**config.mk**
```make
export PLATFORM = sky130hd
export DESIGN_NAME = ldl_fifo_stream_reader
export DESIGN_NICKNAME = d
export VERILOG_FILES = /design/src/rtl/ldl_fifo_stream_reader.sv
export SDC_FILE = /design/constraint.sdc
export NUM_CORES = 1
export LEC_CHECK = 0
export BUFFER_PORTS_ARGS = -buffer_cell sky130_fd_sc_hd__buf_2
export CAP_MARGIN = 40
export CORE_MARGIN = 4
export CORE_UTILIZATION = 36
export DETAILED_ROUTE_END_ITERATION = 10
export SYNTH_ARGS = -nofsm -noshare
export SYNTH_HDL_FRONTEND = slang
export SYNTH_SLANG_ARGS = --single-unit
```
**constraint.sdc**
```tcl
create_clock -name clk -period 2.1 [get_ports clk]
set_input_delay 0.21 -clock clk [delete_from_list [all_inputs] [get_ports clk]]
set_output_delay 0.21 -clock clk [all_outputs]
set_load 0.005 [all_outputs]
```
**src/rtl/ldl_fifo_stream_reader.sv**
```systemverilog
// FIFO read-port to valid/ready stream adapter. A 2-entry skid buffer absorbs
// the FIFO read latency so the consumer may stall on any cycle at full rate.
module ldl_fifo_stream_reader #(
    parameter int DW    = 8,
    parameter bit AHEAD = 1'b0
) (
    input  logic          clk,
    input  logic          rst_n,
    output logic          re,
    input  logic          empty,
    input  logic [DW-1:0] dout,
    output logic          m_valid,
    input  logic          m_ready,
    output logic [DW-1:0] m_data,
    output logic [1:0]    level
);

    logic [1:0][DW-1:0] mem_q, mem_d;
    logic               wr_ptr_q, wr_ptr_d;
    logic               rd_ptr_q, rd_ptr_d;
    logic [1:0]         occ_q, occ_d;
    logic               inflight_q, inflight_d;
    logic               pop;
    logic               capture;
    logic [1:0]         committed;

    assign m_valid = (occ_q != 2'd0);
    assign m_data  = mem_q[rd_ptr_q];
    assign level   = occ_q;

    always_comb begin
        pop        = m_valid && m_ready;
        // Words already owned by the buffer after this cycle's pop; re must be
        // combinational on pop, otherwise a full buffer cannot refill on release.
        committed  = occ_q + {1'b0, inflight_q} - {1'b0, pop};
        re         = rst_n && !empty && (committed < 2'd2);
        capture    = AHEAD ? re : inflight_q;
        inflight_d = AHEAD ? 1'b0 : re;
        mem_d      = mem_q;
        wr_ptr_d   = wr_ptr_q;
        rd_ptr_d   = rd_ptr_q;
        if (capture) begin
            mem_d[wr_ptr_q] = dout;
            wr_ptr_d        = ~wr_ptr_q;
        end
        if (pop) rd_ptr_d = ~rd_ptr_q;
        occ_d = occ_q + {1'b0, capture} - {1'b0, pop};
    end

    always_ff @(posedge clk or negedge rst_n) begin
        if (!rst_n) begin
            mem_q      <= '0;
            wr_ptr_q   <= 1'b0;
            rd_ptr_q   <= 1'b0;
            occ_q      <= 2'd0;
            inflight_q <= 1'b0;
        end else begin
            mem_q      <= mem_d;
            wr_ptr_q   <= wr_ptr_d;
            rd_ptr_q   <= rd_ptr_d;
            occ_q      <= occ_d;
            inflight_q <= inflight_d;
        end
    end

endmodule

```
==> results.rst, run 1 <==
.. list-table::
   :header-rows: 1

   * - Metric
     - Value
   * - Num Clock Sinks
     - 21
   * - Largest net degree at the start of global routing
     - 23
   * - Final Hold Vio Count
     - 0
   * - Leakage
     - 0.000528 uW
   * - Share of the clock period used by the worst path after layout
     - 105%
   * - Count of max-cap constraint violations
     - 0
   * - Number of standard-cell rows in the floorplan
     - 18
   * - Critical path startpoint
     - level[1]$_DFF_PN0_
   * - Net count of the finished layout
     - around 100
   * - Setup slack of the most critical reg-to-reg path
     - about 0.47 ns
   * - GRT Total Usage
     - 10.6%
   * - Number of global-route vias before repair
     - 648
   * - Die area
     - 3470 um^2
   * - Async set-reset flop share out of synthesis
     - 100%
   * - Antenna violations before repair
     - 0
   * - Count of routing violations after the opening detailed-route iteration
     - 4
   * - R2R cell count
     - 6
   * - Maximum net fanout on the critical path
     - 4
   * - Flip-flop cell with the highest count after synthesis
     - sky130_fd_sc_hd__dfrtp_1
   * - Number of CTS-inserted buffers
     - 3
   * - Die width
     - between 50 and 60 um
   * - Post-synthesis cell type count
     - 13
   * - Met2 wire len
     - between 800 and 900 um
   * - Worst-skew pair later-pin latency
     - 0.30 ns
   * - Setup repair after global routing missed its margin
     - yes
   * - Area fraction of the dominant cell type after synthesis
     - 56.4%
   * - Vias/cell
     - 4.79
   * - Number of I/O port buffers
     - 23
   * - Reg-to-reg critical path endpoint
     - capture$_DFF_PN0_
   * - Total congestion overflow
     - 0
   * - Start-to-end type of the worst setup path
     - reg -> out
   * - Capture endpoint of the worst hold path
     - capture$_DFF_PN0_
   * - First-pass GRT wire length
     - 2700 um
   * - Required time of the critical path
     - 1.89 ns
   * - Core Region
     - 2480 um^2
   * - Cell area after technology mapping
     - 932 um^2
   * - Final worst slack
     - -0.0987 ns
   * - Worst rel slew slack
     - between 70% and 80%
   * - Routed wire length per instance
     - 13.4 um
   * - Nature of the critical path endpoint
     - primary output
   * - Number of vias after detailed routing
     - 560
   * - Run status
     - complete, but fails checks
   * - Routed wl met3
     - 59 um
   * - H-tree depth
     - 1
   * - Remaining antenna violation count after routing
     - 0
   * - Avg Synthesized Cell Area
     - 15.8 um^2
   * - Syn. warnings
     - 0
   * - Share of cells above drive strength 1
     - roughly 66%
   * - Violated checks
     - setup timing
   * - Worst slew pin tran
     - 0.421 ns
   * - Class of the tightest hold or removal check
     - in -> reg
   * - Upper clock frequency limit
     - 0.455 GHz
   * - Gate count after technology mapping
     - between 50 and 60
   * - Worst reg2reg startpoint
     - level[1]$_DFF_PN0_
   * - Type of origin of the critical path
     - flop
   * - Number of placed cells counting well taps
     - 111
   * - Number of enable-type register cells in the synthesized netlist
     - 0
   * - #FFs+latches synth
     - 21
   * - WL final
     - 1570 um
   * - Diodes inserted
     - 0
   * - Vert. Die Dim
     - 58.9 um
   * - Power density of the placed cells
     - about 1500 nW/um^2
   * - Starting utilization of the core area
     - 37.6%
   * - Routability congestion estimate
     - 0.662
   * - Instance count along the most critical hold path
     - 2
   * - Most numerous cell types in the synthesized netlist
     - 24 x sky130_fd_sc_hd__mux2_2, 21 x sky130_fd_sc_hd__dfrtp_1, 2 x sky130_fd_sc_hd__ha_1, 2 x sky130_fd_sc_hd__inv_1, 2 x sky130_fd_sc_hd__xor2_1
   * - Drt first pass iters
     - 2
   * - P&R area growth vs syn
     - 20.3%
   * - Clock skew after layout
     - 0.00659 ns
   * - Number of max-slew violations in the final report
     - 0
   * - Cell taking the most area after synthesis
     - sky130_fd_sc_hd__dfrtp_1
   * - Final-report setup violation count
     - 1
   * - Clock Path Buffers
     - 2
   * - Max VDD drop
     - 0.698 mV
   * - Clock slew at the register clock pins of the worst setup and hold paths
     - 0.11 ns
   * - Worst hold slack after final layout
     - ~0.068 ns
   * - Dominant cells by area after synthesis
     - sky130_fd_sc_hd__dfrtp_1 56%, sky130_fd_sc_hd__mux2_2 29%, sky130_fd_sc_hd__ha_1 2.7%, sky130_fd_sc_hd__xor3_1 2.6%, sky130_fd_sc_hd__xor2_1 1.9%
   * - DRT met1 WL
     - 669 um
   * - CTS resizes
     - 0
   * - Net Count, Synth
     - 73
   * - DRC Markers
     - 0
   * - Final HPWL DP
     - around 1100 um
   * - Final instance count without filler cells
     - 117
   * - Library cell with the highest instance count after synthesis
     - sky130_fd_sc_hd__mux2_2
   * - Fraction of the yosys area taken by sequential cells
     - 56.4%
   * - HP Start
     - empty
   * - WP data arrival
     - 1.99 ns
   * - Clock tree from TritonCTS
     - built
   * - Top routing layer in use
     - met4
   * - Number of top-level pins
     - 24
   * - Min Tclk post-route
     - 2.20 ns
   * - Clk Tree Root Cell
     - sky130_fd_sc_hd__clkbuf_4
[per-stage QoR]
stage	util (%)	setup slack, ns	TNS [ns]	power, uW	instance area (um^2)
CTS	45.3	-0.137	-0.137	1720	1120
detailed placement	43.4	0.195	0	1510	1080
global route	45.3	-0.247	-0.247	1840	1120
global placement	43.4	0.262	0	1470	1080
finish	45.3	-0.0987	-0.0987	1690	1120
floorplan	-	0.389	0	1260	932
[area by class of cell]
class                           count  area (um^2)
Timing Repair Buffer               26          140
Inverter                            2         7.51
Clock buffer                        3         22.5
Clock inverter                      1         5.00
Multi-Input combinational cell     34          383
Fill cell                         233         1360
Tap cell                           30         37.5
Sequential cell                    21          526
[registers in the layout, indices dropped and copies added, names as in the netlist]
name / cells
mem_q: 16
wr_ptr_q: 1
level: 2
capture: 1
rd_ptr_q: 1
[what timing repair did]
action | in CTS | in global routing
setup buffers | 1 | 0
endpoints found under the hold margin | 21 | 0
hold buffers | 1 | 0
setup endpoints to repair | 1 | 1
[metal layers]
metal  global-route usage (%)  vias to the layer above
li1                         -                      264
met1                     11.2                      285
met2                     19.4                        9
met3                     1.97                        2
met4                     5.83                        0
met5                        0                        -
[cells by family (layout without fill, tap and decap cells)]
family                   count (synthesis)  count (layout)  synth area share, %
AO/OA/AOI/OAI                            1               1                0.806
XOR/XNOR                                 3               3                 4.43
adder cells (fa/ha/maj)                  2               2                 2.68
buffers and inverters                    4              32                 2.55
flip-flops                              21              21                 56.4
multiplexers                            24              24                 29.0
AND/OR/NAND/NOR                          4               4                 4.16
[worst max-delay path: stages (launching register included)]
cell and delay, ns:
sky130_fd_sc_hd__dfrtp_1 0.42, sky130_fd_sc_hd__o21a_1 0.21, sky130_fd_sc_hd__ha_1 0.29, sky130_fd_sc_hd__inv_1 0.05
sky130_fd_sc_hd__ha_1 0.15, sky130_fd_sc_hd__xor3_1 0.26, sky130_fd_sc_hd__nor3b_2 0.19, sky130_fd_sc_hd__buf_2 0.14
[cell usage in the layout (no fill, tap or decap), drive strengths merged, types with 2 or more instances in the layout]
cell type / Yosys / final
mux2: 24 / 24
xor2: 2 / 2
dfrtp: 21 / 21
inv: 2 / 2
ha: 2 / 2
clkbuf: 0 / 3
buf: 2 / 25
[how the worst max path moves through the flow]
| stage | to | slack (ns) |
|---|---|---|
| floorplan | re | 0.39 |
| global placement | re | 0.26 |
| detailed placement | re | 0.20 |
| CTS | re | -0.14 |
| global route | re | -0.25 |
| finish | re | -0.1 |
[report_power, final]
group | internal (uW) | switching [uW]
logic | 485 | 254
clock network | 70.9 | 118
registers | 613 | 146
Power figures use the tool's default switching activity.
==> inputs of run 2 (changes only) <==
--- a/config.mk
+++ b/config.mk
@@ -7,9 +7,12 @@
 export LEC_CHECK = 0
 export BUFFER_PORTS_ARGS = -buffer_cell sky130_fd_sc_hd__buf_2
 export CAP_MARGIN = 40
+export CELL_PAD_IN_SITES_DETAIL_PLACEMENT = 1
+export CELL_PAD_IN_SITES_GLOBAL_PLACEMENT = 1
 export CORE_MARGIN = 4
 export CORE_UTILIZATION = 36
 export DETAILED_ROUTE_END_ITERATION = 10
+export PLACE_DENSITY_LB_ADDON = 0.1
 export SYNTH_ARGS = -nofsm -noshare
 export SYNTH_HDL_FRONTEND = slang
 export SYNTH_SLANG_ARGS = --single-unit
==> run 2 against run 1 <==
The flow still finishes with violations (setup timing). Global-route usage increased by 0.64 points. Clock power about the same. First-iteration DRC count increased by 75%. Worst hold slack about the same. Fmax decreased by 1.1%. Largest cell class unchanged.
==> results.rst, run 2 (synthesis gave the netlist of run 1 again) <==
.. list-table::
   :header-rows: 1

   * - Metric
     - Value
   * - Worst rel slew slack
     - 72.9% (+1.0 points)
   * - Fraction of power spent switching nets
     - 30.4% (-0.27 points)
   * - R2R cell count
     - 6 (unchanged)
   * - P&R area growth vs syn
     - 20.5%
   * - H-tree depth
     - 1 (unchanged)
   * - Min Tclk post-route
     - 2.22 ns (+0.0233 ns)
   * - Critical path cell sequence
     - o21a_1, ha_1, inv_1, ha_2, xor3_1, nor3b_2, buf_2
   * - First-pass GRT wire length
     - 2860 um (+6.2%)
   * - Max VDD drop
     - 0.649 mV (-6.9%)
   * - Number of vias after detailed routing
     - 547 (-2.3%)
   * - Number of I/O port buffers
     - 23 (unchanged)
   * - Final-report setup violation count
     - 1 (unchanged)
   * - WL final
     - 1600 um (+1.7%)
   * - Final worst slack
     - -0.122 ns (-0.0233 ns)
   * - Class of the tightest hold or removal check
     - in -> reg
   * - Count of buffer and inverter cells on the critical path
     - 2 (unchanged)
   * - Count of routing violations after the opening detailed-route iteration
     - 7 (+3)
   * - Number of max-slew violations in the final report
     - 0 (unchanged)
   * - Clock skew after layout
     - 0.00487 ns (-0.00173 ns)
   * - Required time of the critical path
     - 1.89 ns (about the same)
   * - Power density of the placed cells
     - 1500 nW/um^2 (-0.52%)
   * - Vert. Die Dim
     - 58.9 um (unchanged)
   * - Largest reg by FF count
     - mem_q
   * - Crit path largest cell delay
     - 0.42 ns (about the same)
   * - Run status
     - complete, but fails checks
   * - HP Start
     - empty
   * - Proportion of power drawn by the clock network
     - 11.1% (about the same)
   * - Clock slew at the register clock pins of the worst setup and hold paths
     - 0.11 ns (about the same)
   * - Final Hold Vio Count
     - 0 (unchanged)
   * - Core Region
     - 2480 um^2 (unchanged)
   * - Nature of the critical path endpoint
     - primary output
   * - DRC Markers
     - 0 (unchanged)
   * - Total congestion overflow
     - 0 (unchanged)
   * - Switching component of the power
     - 511 uW (-1.2%)
   * - Leakage
     - 0.000527 uW (-0.32%)
   * - Power Total
     - 1680 uW (-0.30%)
   * - Number of global-route vias before repair
     - 592 (-8.6%)
   * - Clock tree from TritonCTS
     - built
   * - Kind of cell adding the most delay to the critical path
     - adder cells
   * - Number of fill cells
     - 275 (+18%)
   * - Comb power frac
     - 43.6% (-0.2 points)
   * - Num Clock Sinks
     - 21 (unchanged)
   * - Routed wire length per instance
     - 13.6 um (+1.7%)
   * - Type of origin of the critical path
     - flop
   * - Die area
     - 3470 um^2 (unchanged)
   * - Diodes inserted
     - 0 (unchanged)
   * - Starting utilization of the core area
     - 37.6% (unchanged)
   * - WP data arrival
     - 2.01 ns (+0.02 ns)
   * - Remaining antenna violation count after routing
     - 0 (unchanged)
   * - Number of standard-cell rows in the floorplan
     - 18 (unchanged)
   * - GRT Total Usage
     - 11.2% (+0.64 points)
   * - Share of the clock period used by the worst path after layout
     - 106% (+1.1 points)
   * - Maximum net fanout on the critical path
     - 4 (unchanged)
   * - Clk Tree Root Cell
     - sky130_fd_sc_hd__clkbuf_4
   * - Worst reg2reg startpoint
     - level[0]$_DFF_PN0_
   * - Commonest cells after routing, fill and taps aside
     - 24 x sky130_fd_sc_hd__mux2_2, 23 x sky130_fd_sc_hd__buf_2, 21 x sky130_fd_sc_hd__dfrtp_1
   * - Post-layout utilization of the core
     - 45.4% (+0.10 points)
   * - Number of CTS-inserted buffers
     - 3 (unchanged)
   * - Routability congestion estimate
     - 0.648 (-2.2%)
   * - Crit-path slowest cell
     - sky130_fd_sc_hd__dfrtp_1
   * - Final HPWL DP
     - 1210 um (+5.7%)
   * - Largest net degree at the start of global routing
     - 22 (-4.3%)
   * - Net count of the finished layout
     - 102 (unchanged)
   * - Share of cells above drive strength 1
     - 66.7% (+1.1 points)
   * - Count of max-cap constraint violations
     - 0 (unchanged)
   * - Sequential power share
     - 45.3% (+0.3 points)
   * - Internal power
     - 1170 uW (about the same)
   * - Number of top-level pins
     - 24 (unchanged)
   * - Capture endpoint of the worst hold path
     - capture$_DFF_PN0_
   * - Number of flip-flops in the largest register
     - 16 (unchanged)
   * - Upper clock frequency limit
     - 0.450 GHz (-1.1%)
   * - Violated checks
     - setup timing
   * - Die width
     - 58.9 um (unchanged)
   * - Start-to-end type of the worst setup path
     - reg -> out
   * - Antenna violations before repair
     - 0 (unchanged)
   * - Vias/cell
     - 4.68 (-2.3%)
   * - Reg-to-reg critical path endpoint
     - capture$_DFF_PN0_
   * - Drt first pass iters
     - 2 (unchanged)
   * - Commonest non-fill, non-tap cell in the layout
     - sky130_fd_sc_hd__mux2_2
   * - Worst-skew pair later-pin latency
     - 0.29 ns (about the same)
   * - Setup slack of the most critical reg-to-reg path
     - 0.44 ns (-0.03 ns)
   * - Clock Path Buffers
     - 2 (unchanged)
   * - Setup repair after global routing missed its margin
     - yes
   * - Worst slew pin tran
     - 0.406 ns (-0.0152 ns)
   * - Instance count along the most critical hold path
     - 2 (unchanged)
run 2: cell counts in the layout (fill, tap and decap cells not counted):
Identical to the previous run, type by type.
run 2: how the worst max path moves through the flow:
stage                     depth (start not counted)  slack (ns)  end                from
after floorplan                                   6        0.39   re  level[0]$_DFF_PN0_
after global placement                            7        0.25   re  level[0]$_DFF_PN0_
after detailed placement                          7        0.19   re  level[0]$_DFF_PN0_
after CTS                                         7       -0.17   re  level[0]$_DFF_PN0_
after global routing                              7       -0.30   re  level[0]$_DFF_PN0_
final                                             7       -0.12   re  level[0]$_DFF_PN0_
run 2: area by class of cell:
type,instances,area (um^2),area share [%]
clock buffer,3,22.5,2.00
clock inverter,1,5.00,0.445
inverter,2,7.51,0.668
multi-input combinational,34,385,34.3
sequential,21,526,46.8
tap,30,37.5,3.34
timing repair buffer,26,140,12.5
run 2: what timing repair did:
action                                  in CTS  in global routing
hold buffers                                 1                  0
setup buffers                                0                  1
hold endpoints to repair                    21                  0
endpoints found under the setup margin       1                  1
gates resized for setup                      0                  1
run 2: metrics by stage:
step	setup TNS, ns	area [um^2]	hold WS, ns	setup slack [ns]	cells
2_1_floorplan	0	932	-0.0856	0.389	59
5_1_grt	-0.298	1120	0.0465	-0.298	117
3_5_place_dp	0	1080	0.223	0.186	111
3_3_place_gp	0	1080	0.229	0.249	111
6_report	-0.122	1120	0.0682	-0.122	117
4_1_cts	-0.166	1110	0.0558	-0.166	116
run 2: worst reg2reg max path, stage by stage (launching register included):
cell and delay, ns:
sky130_fd_sc_hd__dfrtp_1 0.42, sky130_fd_sc_hd__o21a_1 0.22, sky130_fd_sc_hd__ha_1 0.29, sky130_fd_sc_hd__inv_1 0.06
sky130_fd_sc_hd__ha_2 0.16, sky130_fd_sc_hd__xor3_1 0.26, sky130_fd_sc_hd__nor3b_2 0.19
run 2: power by group through the flow:
stage	clock [uW]	combinational (uW)	sequential, uW
2_1_floorplan	0	549	712
3_3_place_gp	0	713	768
3_5_place_dp	0	734	780
4_1_cts	200	739	771
5_1_grt	221	818	800
6_report	187	733	762
run 2: routing by layer:
| metal | wire (um) | GRT usage, % | up-vias |
|---|---|---|---|
| met5 | 0 | 0 | - |
| met1 | 704 | 14.8 | 271 |
| li1 | - | - | 262 |
| met2 | 791 | 17.5 | 12 |
| met3 | 83 | 1.97 | 2 |
| met4 | 15 | 5.83 | 0 |
